### src/rtl/layer_result_reader.sv
// Result reader for the output layer: captures three float32 outputs on completion,
// resolves argmax over two compare cycles and offers the winner over valid/ready.
module layer_result_reader #(
  parameter int IDX_BASE        = 0,
  parameter bit HOLD_ON_OVERRUN = 1'b1
) (
  input  logic        clk_x70,
  input  logic        reset_x70,
  input  logic        done_x70,
  input  logic [31:0] y1_x70,
  input  logic [31:0] y2_x70,
  input  logic [31:0] y3_x70,
  output logic        class_valid_x70,
  input  logic        class_ready_x70,
  output logic [1:0]  class_idx_x70,
  output logic [31:0] class_max_x70,
  output logic        all_zero_x70,
  output logic        overrun_x70,
  output logic [7:0]  result_cnt_x70
);

  typedef enum logic [1:0] {IDLE, CMP1, CMP2, OUT} state_t;

  state_t      r_state;
  state_t      w_state_nxt;
  logic        r_done_q;
  logic [31:0] r_cap0, r_cap1, r_cap2;
  logic [31:0] r_best;
  logic [1:0]  r_best_idx;
  logic [1:0]  r_idx;
  logic [31:0] r_max;
  logic        r_all_zero;
  logic        r_overrun;
  logic [7:0]  r_cnt;

  logic        w_event;
  logic        w_capture;
  logic        w_handshake;
  logic        w_set_overrun;
  logic        w_take1;
  logic        w_take2;

  function automatic logic fp_is_nan(input logic [31:0] x);
    return (x[30:23] == 8'hFF) && (x[22:0] != 23'd0);
  endfunction

  // Strict a > b; a NaN candidate never wins, any non-NaN beats a NaN incumbent.
  function automatic logic fp_gt(input logic [31:0] a, input logic [31:0] b);
    logic r;
    r = 1'b0;
    if (fp_is_nan(a))                               r = 1'b0;
    else if (fp_is_nan(b))                          r = 1'b1;
    else if (a[30:0] == 31'd0 && b[30:0] == 31'd0)  r = 1'b0;
    else if (a[31] != b[31])                        r = !a[31];
    else if (!a[31])                                r = (a[30:0] > b[30:0]);
    else                                            r = (a[30:0] < b[30:0]);
    return r;
  endfunction

  assign w_event = done_x70 & !r_done_q;
  assign w_take1 = fp_gt(r_cap1, r_cap0);
  assign w_take2 = fp_gt(r_cap2, r_best);

  always_comb begin
    w_state_nxt   = r_state;
    w_capture     = 1'b0;
    w_handshake   = 1'b0;
    w_set_overrun = 1'b0;
    case (r_state)
      IDLE: begin
        if (w_event) begin
          w_capture   = 1'b1;
          w_state_nxt = CMP1;
        end
      end
      CMP1: begin
        w_set_overrun = w_event;
        w_state_nxt   = CMP2;
      end
      CMP2: begin
        w_set_overrun = w_event;
        w_state_nxt   = OUT;
      end
      OUT: begin
        if (class_ready_x70) begin
          // A completion coinciding with the handshake is a clean follow-on, not an overrun.
          w_handshake = 1'b1;
          w_capture   = w_event;
          w_state_nxt = w_event ? CMP1 : IDLE;
        end else if (w_event) begin
          w_set_overrun = 1'b1;
          if (!HOLD_ON_OVERRUN) begin
            w_capture   = 1'b1;
            w_state_nxt = CMP1;
          end
        end
      end
      default: w_state_nxt = IDLE;
    endcase
  end

  always_ff @(posedge clk_x70) begin
    if (reset_x70) begin
      r_state    <= IDLE;
      r_done_q   <= 1'b0;
      r_cap0     <= '0;
      r_cap1     <= '0;
      r_cap2     <= '0;
      r_best     <= '0;
      r_best_idx <= '0;
      r_idx      <= '0;
      r_max      <= '0;
      r_all_zero <= 1'b0;
      r_overrun  <= 1'b0;
      r_cnt      <= '0;
    end else begin
      r_state  <= w_state_nxt;
      r_done_q <= done_x70;
      if (w_capture) begin
        r_cap0 <= y1_x70;
        r_cap1 <= y2_x70;
        r_cap2 <= y3_x70;
      end
      if (r_state == CMP1) begin
        r_best     <= w_take1 ? r_cap1 : r_cap0;
        r_best_idx <= w_take1 ? 2'd1 : 2'd0;
      end
      if (r_state == CMP2) begin
        r_max      <= w_take2 ? r_cap2 : r_best;
        r_idx      <= (w_take2 ? 2'd2 : r_best_idx) + 2'(IDX_BASE);
        r_all_zero <= (r_cap0[30:0] == 31'd0) && (r_cap1[30:0] == 31'd0) &&
                      (r_cap2[30:0] == 31'd0);
      end
      if (w_set_overrun) r_overrun <= 1'b1;
      if (w_handshake)   r_cnt     <= r_cnt + 8'd1;
    end
  end

  assign class_valid_x70 = (r_state == OUT);
  assign class_idx_x70   = r_idx;
  assign class_max_x70   = r_max;
  assign all_zero_x70    = r_all_zero;
  assign overrun_x70     = r_overrun;
  assign result_cnt_x70  = r_cnt;

endmodule

### config.mk
export PLATFORM = sky130hd
export DESIGN_NAME = layer_result_reader
export DESIGN_NICKNAME = d
export VERILOG_FILES = /design/src/rtl/layer_result_reader.sv
export SDC_FILE = /design/constraint.sdc
export NUM_CORES = 1
export LEC_CHECK = 0
export CORE_ASPECT_RATIO = 1.2
export CORE_MARGIN = 4
export CORE_UTILIZATION = 45
export CTS_CLUSTER_DIAMETER = 50
export CTS_CLUSTER_SIZE = 8
export DETAILED_ROUTE_END_ITERATION = 8
export PLACE_DENSITY = 0.73
export SKIP_LAST_GASP = 1
export SLEW_MARGIN = 20
export SYNTH_ARGS = -nofsm -noshare
export SYNTH_HDL_FRONTEND = slang
export SYNTH_SLANG_ARGS = --single-unit
### constraint.sdc
create_clock -name clk_x70 -period 2.55 [get_ports clk_x70]
set_input_delay 0.51 -clock clk_x70 [delete_from_list [all_inputs] [get_ports clk_x70]]
set_output_delay 0.51 -clock clk_x70 [all_outputs]
set_load 0.01 [all_outputs]
Word-level counts from Yosys, hierarchy flattened. Cells that the tools add are included.

Input port bits: 100. Word-level logic and storage cells: 75. Output and inout port bits: 45. Bits in registers: 177.

Magnitude comparators: 4. Multiplexer cells: 25. Equality and inequality tests: 11. Reductions and logical operators: 21. Bitwise gates (word level): 1. $add $sub $neg: 1.

Operator list (number): $logic_not A31 Y1 (4); $reduce_bool A23 Y1 (4); $mux W32 (2); $gt A31 B31 Y1 (2); $lt A31 B31 Y1 (2); $eq A8 B8 Y1 const B (4); $mux W1 (17); $add A8 B1 Y8 const B (1); $pmux W2 S4 (1); $logic_and A1 B1 Y1 (7); $mux W2 (3); $eq A2 B2 Y1 const B (2); $pmux W1 S2 (2); $logic_not A1 Y1 (3); $eq A2 B1 Y1 const B (1); $logic_not A2 Y1 (1); $ne A1 B1 Y1 (2); $ne A2 B1 Y1 const B (1); $ne A2 B2 Y1 const B (1); $reduce_and A2 Y1 (1); $reduce_or A2 Y1 (1); $and A1 B1 Y1 (1).

Longest topological paths before layout. Gate-level depths: netlist (run 1).

Depth after elaboration: 7. Mapped depth: 12. Gate-level depth less buffers: 9.

Least setup slack after synthesis (run 1). Ideal clock, no wire load.

Kind: register to register. From: register r_best[28]. To: register r_max[15], in the netlist class_max_x70[15]. Setup time: 0.091 ns. Cell stages (with the launch flop): 12. Arrival time: 2.513 ns. Data required time: 2.459 ns. Path slack: -0.054 ns. Cell sequence: dfxtp_1 > inv_1 > ha_1 > a21o_1 > a21o_1 > a221oi_2 > o21ai_1 > o21a_2 > buf_6 > buf_8 > or4_1 > a311oi_1.

Word-level cells in the longest chain between the ends: 7.

Ends and longest elaborated chain: start: declaration (RTL line 28) `logic [31:0] r_best;`; start signal: assignment (RTL line 125) `r_best <= w_take1 ? r_cap1 : r_cap0;`; $gt A31 B31 Y1 or $lt A31 B31 Y1 (tied branches) (RTL line 55, 56); $mux W1 (RTL line 55) `else if (!a[31]) r = (a[30:0] > b[30:0]);`; $mux W1 (RTL line 54) `else if (a[31] != b[31]) r = !a[31];`; $mux W1 (RTL line 53) `else if (a[30:0] == 31'd0 && b[30:0] == 31'd0) r = 1'b0;`; $mux W1 * (RTL line 52) `else if (fp_is_nan(b)) r = 1'b1;`; $mux W1 * (RTL line 51) `if (fp_is_nan(a)) r = 1'b0;`; $mux W32 * (RTL line 129) `r_max <= w_take2 ? r_cap2 : r_best;`; end signal: assignment (RTL line 129); end: declaration (RTL line 31) `logic [31:0] r_max;`.

Mark *: on every way between the ends. The rest lies on a longest branch, timed or not. A chain may end at the register's enable or synchronous reset.

Worst setup path after layout (run 1).
From: register r_cap0[14]. To: register r_best[16].

Word-level cells in the longest chain between the ends: 7.

Ends and longest elaborated chain: start: declaration (RTL line 27) `logic [31:0] r_cap0, r_cap1, r_cap2;`; start signal: assignment (RTL line 120) `r_cap0 <= y1_x70;`; $gt A31 B31 Y1 or $lt A31 B31 Y1 (tied branches) (RTL line 55, 56); $mux W1 (RTL line 55); $mux W1 (RTL line 54); $mux W1 (RTL line 53); $mux W1 * (RTL line 52); $mux W1 * (RTL line 51); $mux W32 * (RTL line 125).

Marks and branches as above.

==> results of run 1 <==
## worst max-delay path by stage
stage,startpoint,end,cells past startpoint
floorplan,r_cap0[22]$_SDFFE_PP0P_,r_best[28]$_SDFFE_PP0N_,10
finish,r_cap0[14]$_SDFFE_PP0P_,r_best[16]$_SDFFE_PP0N_,12
global route,r_cap0[14]$_SDFFE_PP0P_,r_best[16]$_SDFFE_PP0N_,12
CTS,r_cap2[15]$_SDFFE_PP0P_,class_max_x70[16]$_SDFFE_PP0N_,11
global placement,r_best[10]$_SDFFE_PP0N_,class_max_x70[27]$_SDFFE_PP0N_,10
detailed placement,r_best[22]$_SDFFE_PP0N_,class_max_x70[10]$_SDFFE_PP0N_,10
## flip-flops by register name, summed over array words and instances (netlist names), 2 cells and up
signal and flops:
class_idx_x70 2, class_max_x70 32, r_best 32, r_cap0 32, r_cap1 32, r_cap2 32, r_state 2, result_cnt_x70 8
## worst max-delay path, cell delays in order, from the launching register on
cell	delay, ns
dfxtp_1	0.33
inv_1	0.05
ha_1	0.32
nand2_1	0.08
o21ai_0	0.59
a21oi_2	0.10
a21oi_4	0.31
o2111a_1	0.26
buf_6	0.12
buf_8	0.13
buf_12	0.16
o31ai_2	0.08
a311oi_1	0.34
## power breakdown
group / leakage (nW) / switching [mW] / internal, mW
Sequential: 1.46 / 0.622 / 3.51
Combinational: 3.81 / 7.62 / 6.84
Clock: 0.304 / 1.18 / 1.60
## layout make-up
class,count,area [um2]
multi-input combinational,842,6430
fill,1349,5410
timing repair buffer,403,3740
sequential,176,3590
clock buffer,19,453
tap,265,332
inverter,71,272
clock inverter,13,158
## cells by family (layout without fill, tap and decap cells)
kind of cell	after synthesis	count (layout)
multiplexers	1	1
flip-flops	176	176
AND/OR/NAND/NOR	472	472
AO/OA/AOI/OAI	294	294
adder cells (fa/ha/maj)	68	68
XOR/XNOR	7	7
buffers and inverters	168	506
## per-stage QoR
step                utilization  setup TNS (ns)  area, um2
floorplan                     -               0       9390
global placement          0.607          -14.32      12400
detailed placement        0.607          -18.64      12400
CTS                       0.702           -7.75      14300
global route              0.735          -25.73      15000
finish                    0.735          -18.51      15000
## layer usage
layer / track usage / share of wire / wire length, um
met5: 0 / 0 / 0
met4: 0.149 / 0.075 / 2880
met3: 0.0487 / 0.074 / 2830
met2: 0.483 / 0.48 / 18200
met1: 0.345 / 0.37 / 14300
## layout by cell type (no fill, tap or decap), types with 6 or more instances in the layout
| cell type | instances |
|---|---|
| buf_4 | 206 |
| o31ai_2 | 15 |
| ha_4 | 35 |
| buf_12 | 11 |
| nand4_1 | 55 |
| inv_1 | 48 |
| a311oi_1 | 42 |
| a21oi_1 | 115 |
| inv_2 | 21 |
| clkdlybuf4s50_1 | 143 |
| a21oi_2 | 9 |
| ha_1 | 31 |
| nor2_1 | 87 |
| nand3_1 | 6 |
| dfxtp_2 | 51 |
| nand2_1 | 219 |
| a311oi_2 | 22 |
| o31ai_1 | 32 |
| or4_1 | 21 |
| nor4_1 | 23 |
| o21ai_0 | 7 |
| o31ai_4 | 18 |
| clkbuf_16 | 20 |
| nor4_2 | 9 |
| or4_4 | 12 |
| dfxtp_1 | 123 |
| nor3_1 | 7 |
| buf_6 | 35 |
## what timing repair did
item                       CTS  global route
setup endpoints to repair   67            67
resized for setup          189           115
buffers inserted            39            22
pin swaps                   86            81
gates cloned                 8             3
==> flow_results.xml, run 1 <==
<?xml version="1.0" encoding="UTF-8"?>
<metrics>
  <group name="synth">
    <metric name="synth.top_cells.by_area" unit="">dfxtp_1 (38%), ha_1 (9.1%), nand2_1 (8.8%)</metric>
    <metric name="synthDominantCellAreaShare" unit="">0.376</metric>
    <metric name="async_flop_share" unit="">0</metric>
    <metric name="postSynthAreaPerCell" unit="um2">7.90</metric>
    <metric name="post_synthesis_simple_gate_area_fraction" unit="">0.241</metric>
    <metric name="share_of_cell_area_taken_by_muxes_after_synthesis" unit="">0.00107</metric>
    <metric name="syn-cell-area" unit="um2">9370</metric>
    <metric name="synth_sequential_area_ratio" unit="">0.376</metric>
    <metric name="synth-compound-area-share" unit="">0.210</metric>
    <metric name="ys_seq_elements" unit="">176</metric>
    <metric name="synth_cell_types" unit="">52</metric>
    <metric name="synth_cells" unit="">1186</metric>
    <metric name="synth_most_common_cell" unit="">nand2_1</metric>
    <metric name="top_ff_cell_synth" unit="">dfxtp_1</metric>
    <metric name="post_synth_fa_ha_maj_area_fraction" unit="">0.0908</metric>
    <metric name="synth_top_cells_by_count" unit="">nand2_1 (219), dfxtp_1 (176), a21oi_1 (124), nor2_1 (87), inv_1 (71)</metric>
    <metric name="synth_nets" unit="">1354</metric>
    <metric name="yosys_warnings" unit="">0</metric>
    <metric name="biggest_area_consumer_among_synthesized_cells" unit="">dfxtp_1</metric>
    <metric name="synthXorXnorAreaFrac" unit="">0.00654</metric>
    <metric name="synth_edf_count" unit="">0</metric>
    <metric name="main_combinational_cell_family_by_area_after_synthesis" unit="">simple AND/OR/NAND/NOR gates</metric>
  </group>
  <group name="clock_network">
    <metric name="clockBufferDepth" unit="">2</metric>
    <metric name="ctsRootBufferMaster" unit="">clkbuf_16</metric>
    <metric name="worst_setup_hold_path_clk_slew" unit="ns">0.07</metric>
    <metric name="clock_tree_sinks" unit="">176</metric>
    <metric name="htree_levels" unit="">4</metric>
    <metric name="cts_tree" unit="">built</metric>
    <metric name="numCtsBuffers" unit="">17</metric>
    <metric name="clock_latency" unit="ns">0.44</metric>
    <metric name="cts_hold_repair.buffers" unit="">0</metric>
  </group>
  <group name="hold_path">
    <metric name="min_from" unit="">r_cap1[31]$_SDFFE_PP0P_</metric>
    <metric name="hold_path.class" unit="">register to register</metric>
    <metric name="holdPathEnd" unit="">r_cap1[31]$_SDFFE_PP0P_</metric>
    <metric name="timing.hold.worst_path_depth" unit="">2</metric>
  </group>
  <group name="floorplan">
    <metric name="die_area" unit="um2">23200</metric>
    <metric name="die_w" unit="um">140</metric>
    <metric name="chipHeight" unit="um">166</metric>
    <metric name="design.portCount" unit="">145</metric>
    <metric name="start_util" unit="">0.460</metric>
    <metric name="row_count" unit="">57</metric>
    <metric name="floorplan.core_area" unit="um2">20400</metric>
  </group>
  <group name="route">
    <metric name="drt_drc_violations_left" unit="">0</metric>
    <metric name="aggregate_routed_wire_length" unit="um">38200</metric>
    <metric name="vias" unit="">11155</metric>
    <metric name="initialDrtViolationCount" unit="">1324</metric>
    <metric name="route.antenna.remaining_nets" unit="">0</metric>
    <metric name="avgRoutedWirePerCell" unit="um">21.4</metric>
    <metric name="number_of_search_and_repair_iterations_in_the_first_detailed_routing_pass" unit="">5</metric>
    <metric name="route.detailed.vias_per_inst" unit="">6.24</metric>
  </group>
  <group name="setup_path">
    <metric name="reg2reg_setup_slack" unit="ns">-0.44</metric>
    <metric name="timing.reg2reg.worst_path_depth" unit="">12</metric>
    <metric name="worstSetupEndpointType" unit="">register</metric>
    <metric name="crit_path_start_kind" unit="">register</metric>
    <metric name="critical_path_arrival" unit="ns">3.31</metric>
    <metric name="worstPathRequired" unit="ns">2.86</metric>
    <metric name="crit-reg2reg-launch" unit="">r_cap0[14]$_SDFFE_PP0P_</metric>
    <metric name="crit_fanout" unit="">8</metric>
    <metric name="criticalPathCategory" unit="">register to register</metric>
    <metric name="r2r_end" unit="">r_best[16]$_SDFFE_PP0N_</metric>
  </group>
  <group name="power_and_ir_drop">
    <metric name="cellLeakagePower" unit="nW">5.58</metric>
    <metric name="power-per-cell-area" unit="nW/um2">1430</metric>
    <metric name="design_power_total" unit="mW">21.4</metric>
    <metric name="max-vdd-ir-drop" unit="mV">0.819</metric>
  </group>
  <group name="grt">
    <metric name="global_route.usage.total" unit="">0.285</metric>
    <metric name="largest_net_degree_at_the_start_of_global_routing" unit="">67</metric>
    <metric name="grt_remaining_overflow" unit="">0</metric>
    <metric name="grt_pass1_wl" unit="um">54500</metric>
    <metric name="via_count_of_the_first_global_routing_pass" unit="">10491</metric>
    <metric name="grt_antenna_before_repair" unit="">0</metric>
  </group>
  <group name="final_layout">
    <metric name="final_cell_count_no_fill" unit="">1789</metric>
    <metric name="drive_gt1_frac" unit="">0.344</metric>
    <metric name="num-nets-final" unit="">1679</metric>
    <metric name="area_growth_syn_to_layout" unit="%">59.9</metric>
    <metric name="antenna_cells_inserted" unit="">0</metric>
  </group>
  <group name="status">
    <metric name="violated_checks" unit="">setup timing</metric>
    <metric name="run_status" unit="">finished with violations</metric>
  </group>
  <group name="timing">
    <metric name="hold_viol_final" unit="">0</metric>
    <metric name="timing.final.setup_violations" unit="">67</metric>
    <metric name="slew-limit-headroom" unit="">0.511</metric>
    <metric name="max_freq" unit="MHz">334</metric>
    <metric name="finalWorstSetupSlack" unit="ns">-0.441</metric>
    <metric name="tightest_slew" unit="ns">0.726</metric>
    <metric name="timing.final.crit_period" unit="ns">2.99</metric>
    <metric name="clock-skew-final" unit="ns">0.00989</metric>
    <metric name="drv_slew" unit="">0</metric>
    <metric name="final_min_period_over_clock_period" unit="">1.17</metric>
    <metric name="hold_ws" unit="ns">0.477</metric>
    <metric name="grt_setup_unrepaired" unit="">yes</metric>
  </group>
  <group name="placed_design">
    <metric name="finalWeightedCongestion" unit="">0.966</metric>
    <metric name="port_buffers" unit="">144</metric>
    <metric name="detailed_place_hpwl" unit="um">21600</metric>
    <metric name="dp_worst_setup_slack" unit="ns">-0.390</metric>
    <metric name="placedCellCount" unit="">1696</metric>
  </group>
  <group name="run">
    <metric name="max-cap-violations" unit="">0</metric>
  </group>
</metrics>
Power figures use the tool's default switching activity.
==> inputs of run 2 (changes only) <==
PLACE_DENSITY = unset   (was 0.73)
PLACE_DENSITY_LB_ADDON = 0.05   (was unset)
==> run 2 against run 1 <==
Effect of this change:
- the flow still finishes with violations (setup timing)
- setup slack better by 0.092 ns
- sequential cell count stayed put
- via count decreased by 5.5%
- die area unchanged
- sequential share of layout area decreased by 0.074 points
- critical endpoint is now r_best[3]$_SDFFE_PP0N_
- fmax rose by 3.2%
- critical path depth down 1
==> flow_results.xml, run 2 (synthesis results as in run 1) <==
<?xml version="1.0" encoding="UTF-8"?>
<metrics>
  <group name="status">
    <metric name="run_status" unit="">finished with violations</metric>
    <metric name="violated_checks" unit="">setup timing</metric>
  </group>
  <group name="timing">
    <metric name="hold_ws" unit="ns">0.469</metric>
    <metric name="timing.final.crit_period" unit="ns">2.90</metric>
    <metric name="tightest_slew" unit="ns">0.494</metric>
    <metric name="drv_slew" unit="">0</metric>
    <metric name="clock-skew-final" unit="ns">0.0129</metric>
    <metric name="timing.final.setup_violations" unit="">67</metric>
    <metric name="max_freq" unit="MHz">345</metric>
    <metric name="finalWorstSetupSlack" unit="ns">-0.349</metric>
    <metric name="hold_viol_final" unit="">0</metric>
    <metric name="grt_setup_unrepaired" unit="">yes</metric>
    <metric name="final_min_period_over_clock_period" unit="">1.14</metric>
    <metric name="slew-limit-headroom" unit="">0.671</metric>
  </group>
  <group name="floorplan">
    <metric name="die_w" unit="um">140</metric>
    <metric name="row_count" unit="">57</metric>
    <metric name="start_util" unit="">0.460</metric>
    <metric name="floorplan.core_area" unit="um2">20400</metric>
    <metric name="design.portCount" unit="">145</metric>
    <metric name="chipHeight" unit="um">166</metric>
    <metric name="die_area" unit="um2">23200</metric>
  </group>
  <group name="final_layout">
    <metric name="most-common-layout-cells" unit="">nand2_1 (218), buf_4 (191), clkdlybuf4s50_1 (143), dfxtp_1 (121), a21oi_1 (113)</metric>
    <metric name="drive_gt1_frac" unit="">0.331</metric>
    <metric name="mostFrequentLayoutCell" unit="">nand2_1</metric>
    <metric name="multiInputGateArea" unit="um2">6450</metric>
    <metric name="register_area" unit="um2">3600</metric>
    <metric name="antenna_cells_inserted" unit="">0</metric>
    <metric name="n_fill_cell" unit="">1502</metric>
    <metric name="area_growth_syn_to_layout" unit="%">60.6</metric>
    <metric name="num-nets-final" unit="">1661</metric>
    <metric name="final_util" unit="">0.738</metric>
    <metric name="final_cell_count_no_fill" unit="">1771</metric>
  </group>
  <group name="setup_path">
    <metric name="cpLargestDelayFamily" unit="">compound AO/OA/AOI/OAI gates</metric>
    <metric name="criticalPathCategory" unit="">register to register</metric>
    <metric name="crit_fanout" unit="">5</metric>
    <metric name="path_cells" unit="">inv_2 &gt; ha_4 &gt; nand4_1 &gt; or4_4 &gt; a21oi_4 &gt; buf_6 &gt; o2111a_2 &gt; buf_8 &gt; buf_6 &gt; o31ai_4 &gt; a311oi_1</metric>
    <metric name="worstSetupEndpointType" unit="">register</metric>
    <metric name="critical-path-max-stage-delay" unit="ns">0.61</metric>
    <metric name="cell_repeated_most_along_the_worst_path" unit="">buf_6</metric>
    <metric name="timing.critical_path.depth" unit="">11</metric>
    <metric name="timing.critical_path.buf_inv" unit="">4</metric>
    <metric name="timing.reg2reg.worst_path_depth" unit="">11</metric>
    <metric name="cell_at_the_slowest_stage_of_the_critical_path" unit="">or4_4</metric>
    <metric name="crit_path_start_kind" unit="">register</metric>
    <metric name="worstPathRequired" unit="ns">2.89</metric>
    <metric name="critical_path_arrival" unit="ns">3.24</metric>
  </group>
  <group name="grt">
    <metric name="largest_net_degree_at_the_start_of_global_routing" unit="">75</metric>
    <metric name="grt_pass1_wl" unit="um">51700</metric>
    <metric name="via_count_of_the_first_global_routing_pass" unit="">9992</metric>
    <metric name="grt_antenna_before_repair" unit="">0</metric>
    <metric name="grt_remaining_overflow" unit="">0</metric>
    <metric name="global_route.usage.total" unit="">0.270</metric>
  </group>
  <group name="route">
    <metric name="initialDrtViolationCount" unit="">732</metric>
    <metric name="route.detailed.vias_per_inst" unit="">5.95</metric>
    <metric name="route.antenna.remaining_nets" unit="">0</metric>
    <metric name="number_of_search_and_repair_iterations_in_the_first_detailed_routing_pass" unit="">7</metric>
    <metric name="aggregate_routed_wire_length" unit="um">34800</metric>
    <metric name="vias" unit="">10546</metric>
    <metric name="avgRoutedWirePerCell" unit="um">19.6</metric>
    <metric name="drt_drc_violations_left" unit="">0</metric>
  </group>
  <group name="power_and_ir_drop">
    <metric name="p_switching" unit="mW">9.28</metric>
    <metric name="intPower" unit="mW">12.3</metric>
    <metric name="design_power_total" unit="mW">21.6</metric>
    <metric name="power.share.sequential" unit="">0.190</metric>
    <metric name="clkPwrFrac" unit="">0.133</metric>
    <metric name="sw_frac_of_total" unit="">0.429</metric>
    <metric name="power-per-cell-area" unit="nW/um2">1440</metric>
    <metric name="p_comb_frac" unit="">0.677</metric>
    <metric name="max-vdd-ir-drop" unit="mV">0.866</metric>
    <metric name="cellLeakagePower" unit="nW">5.55</metric>
  </group>
  <group name="clock_network">
    <metric name="clock_latency" unit="ns">0.45</metric>
    <metric name="htree_levels" unit="">4</metric>
    <metric name="ctsRootBufferMaster" unit="">clkbuf_16</metric>
    <metric name="numCtsBuffers" unit="">17</metric>
    <metric name="worst_setup_hold_path_clk_slew" unit="ns">0.08</metric>
    <metric name="clockBufferDepth" unit="">2</metric>
    <metric name="clock_tree_sinks" unit="">176</metric>
    <metric name="cts_tree" unit="">built</metric>
  </group>
  <group name="placed_design">
    <metric name="dp_worst_setup_slack" unit="ns">-0.355</metric>
    <metric name="finalWeightedCongestion" unit="">0.893</metric>
    <metric name="detailed_place_hpwl" unit="um">21400</metric>
    <metric name="port_buffers" unit="">144</metric>
    <metric name="placedCellCount" unit="">1689</metric>
  </group>
  <group name="hold_path">
    <metric name="hold_path.class" unit="">register to register</metric>
    <metric name="timing.hold.worst_path_depth" unit="">2</metric>
  </group>
  <group name="run">
    <metric name="max-cap-violations" unit="">0</metric>
  </group>
</metrics>
[run 2: cell count changes in the layout (fill, tap and decap cells not counted), moves of 6 or more]
| cell | change |
|---|---|
| buf_4 | -15 |
| buf_12 | +7 |
| buf_6 | -18 |
| ha_4 | -8 |
| ha_1 | +7 |
| o31ai_4 | +10 |
| o31ai_2 | -9 |
| inv_1 | +7 |
| buf_16 | +6 |
[run 2: power by group through the flow]
stage | registers (mW) | clock network, mW | logic, mW
floorplan | 4.06 | 0 | 5.05
global placement | 4.01 | 0 | 8.94
detailed placement | 4.03 | 0 | 9.02
CTS | 4.03 | 2.88 | 12.9
global route | 4.17 | 3.00 | 15.4
finish | 4.10 | 2.88 | 14.6
[run 2: path summary, 6_finish.rpt]
path,startpoint,to,slack (ns)
setup / recovery,r_cap0[27]$_SDFFE_PP0P_,r_best[3]$_SDFFE_PP0N_,-0.35
hold / removal,r_cap1[31]$_SDFFE_PP0P_,r_cap1[31]$_SDFFE_PP0P_,0.47
setup reg to reg,r_cap0[27]$_SDFFE_PP0P_,r_best[3]$_SDFFE_PP0N_,-0.35
hold reg to reg,r_cap1[31]$_SDFFE_PP0P_,r_cap1[31]$_SDFFE_PP0P_,0.47
[run 2: tightest hold or removal path, stage by stage, from the launching register on]
cell and delay (ns):
dfxtp_1 0.32, nand2_1 0.05, a21oi_1 0.05
[run 2: timing repair]
action                                  CTS  global route
gates cloned                             12             2
hold buffers                              0             0
buffers inserted                         31            21
resized for setup                       168           138
endpoints found under the setup margin   67            67
pin swaps                                87            97
[run 2: area by class of cell]
type                    count  share of cell area
flip-flops and latches    176               0.239
inverters                  71              0.0177
clock buffers              20              0.0310
repair buffers            385               0.250
multi-input cells         842               0.429
well taps                 265              0.0220
clock inverters            12              0.0115
[run 2: per-stage QoR]
| stage | instance area, um2 | TNS, ns |
|---|---|---|
| detailed placement | 12400 | -14.84 |
| finish | 15100 | -17.11 |
| floorplan | 9390 | 0 |
| CTS | 14400 | -10.07 |
| global route | 15100 | -24.11 |
| global placement | 12400 | -12.52 |
[run 2: metal layers]
layer,wire [um],vias up,GRT usage
li1,-,4954,-
met1,14300,4993,0.335
met2,16600,453,0.449
met3,1850,146,0.0429
met4,2040,0,0.142
met5,0,-,0
==> inputs of run 3 (changes only) <==
SLEW_MARGIN = unset   (was 20)
==> results of run 3 <==
Same layout as run 2: the final DEF is identical, and so are final timing and power.
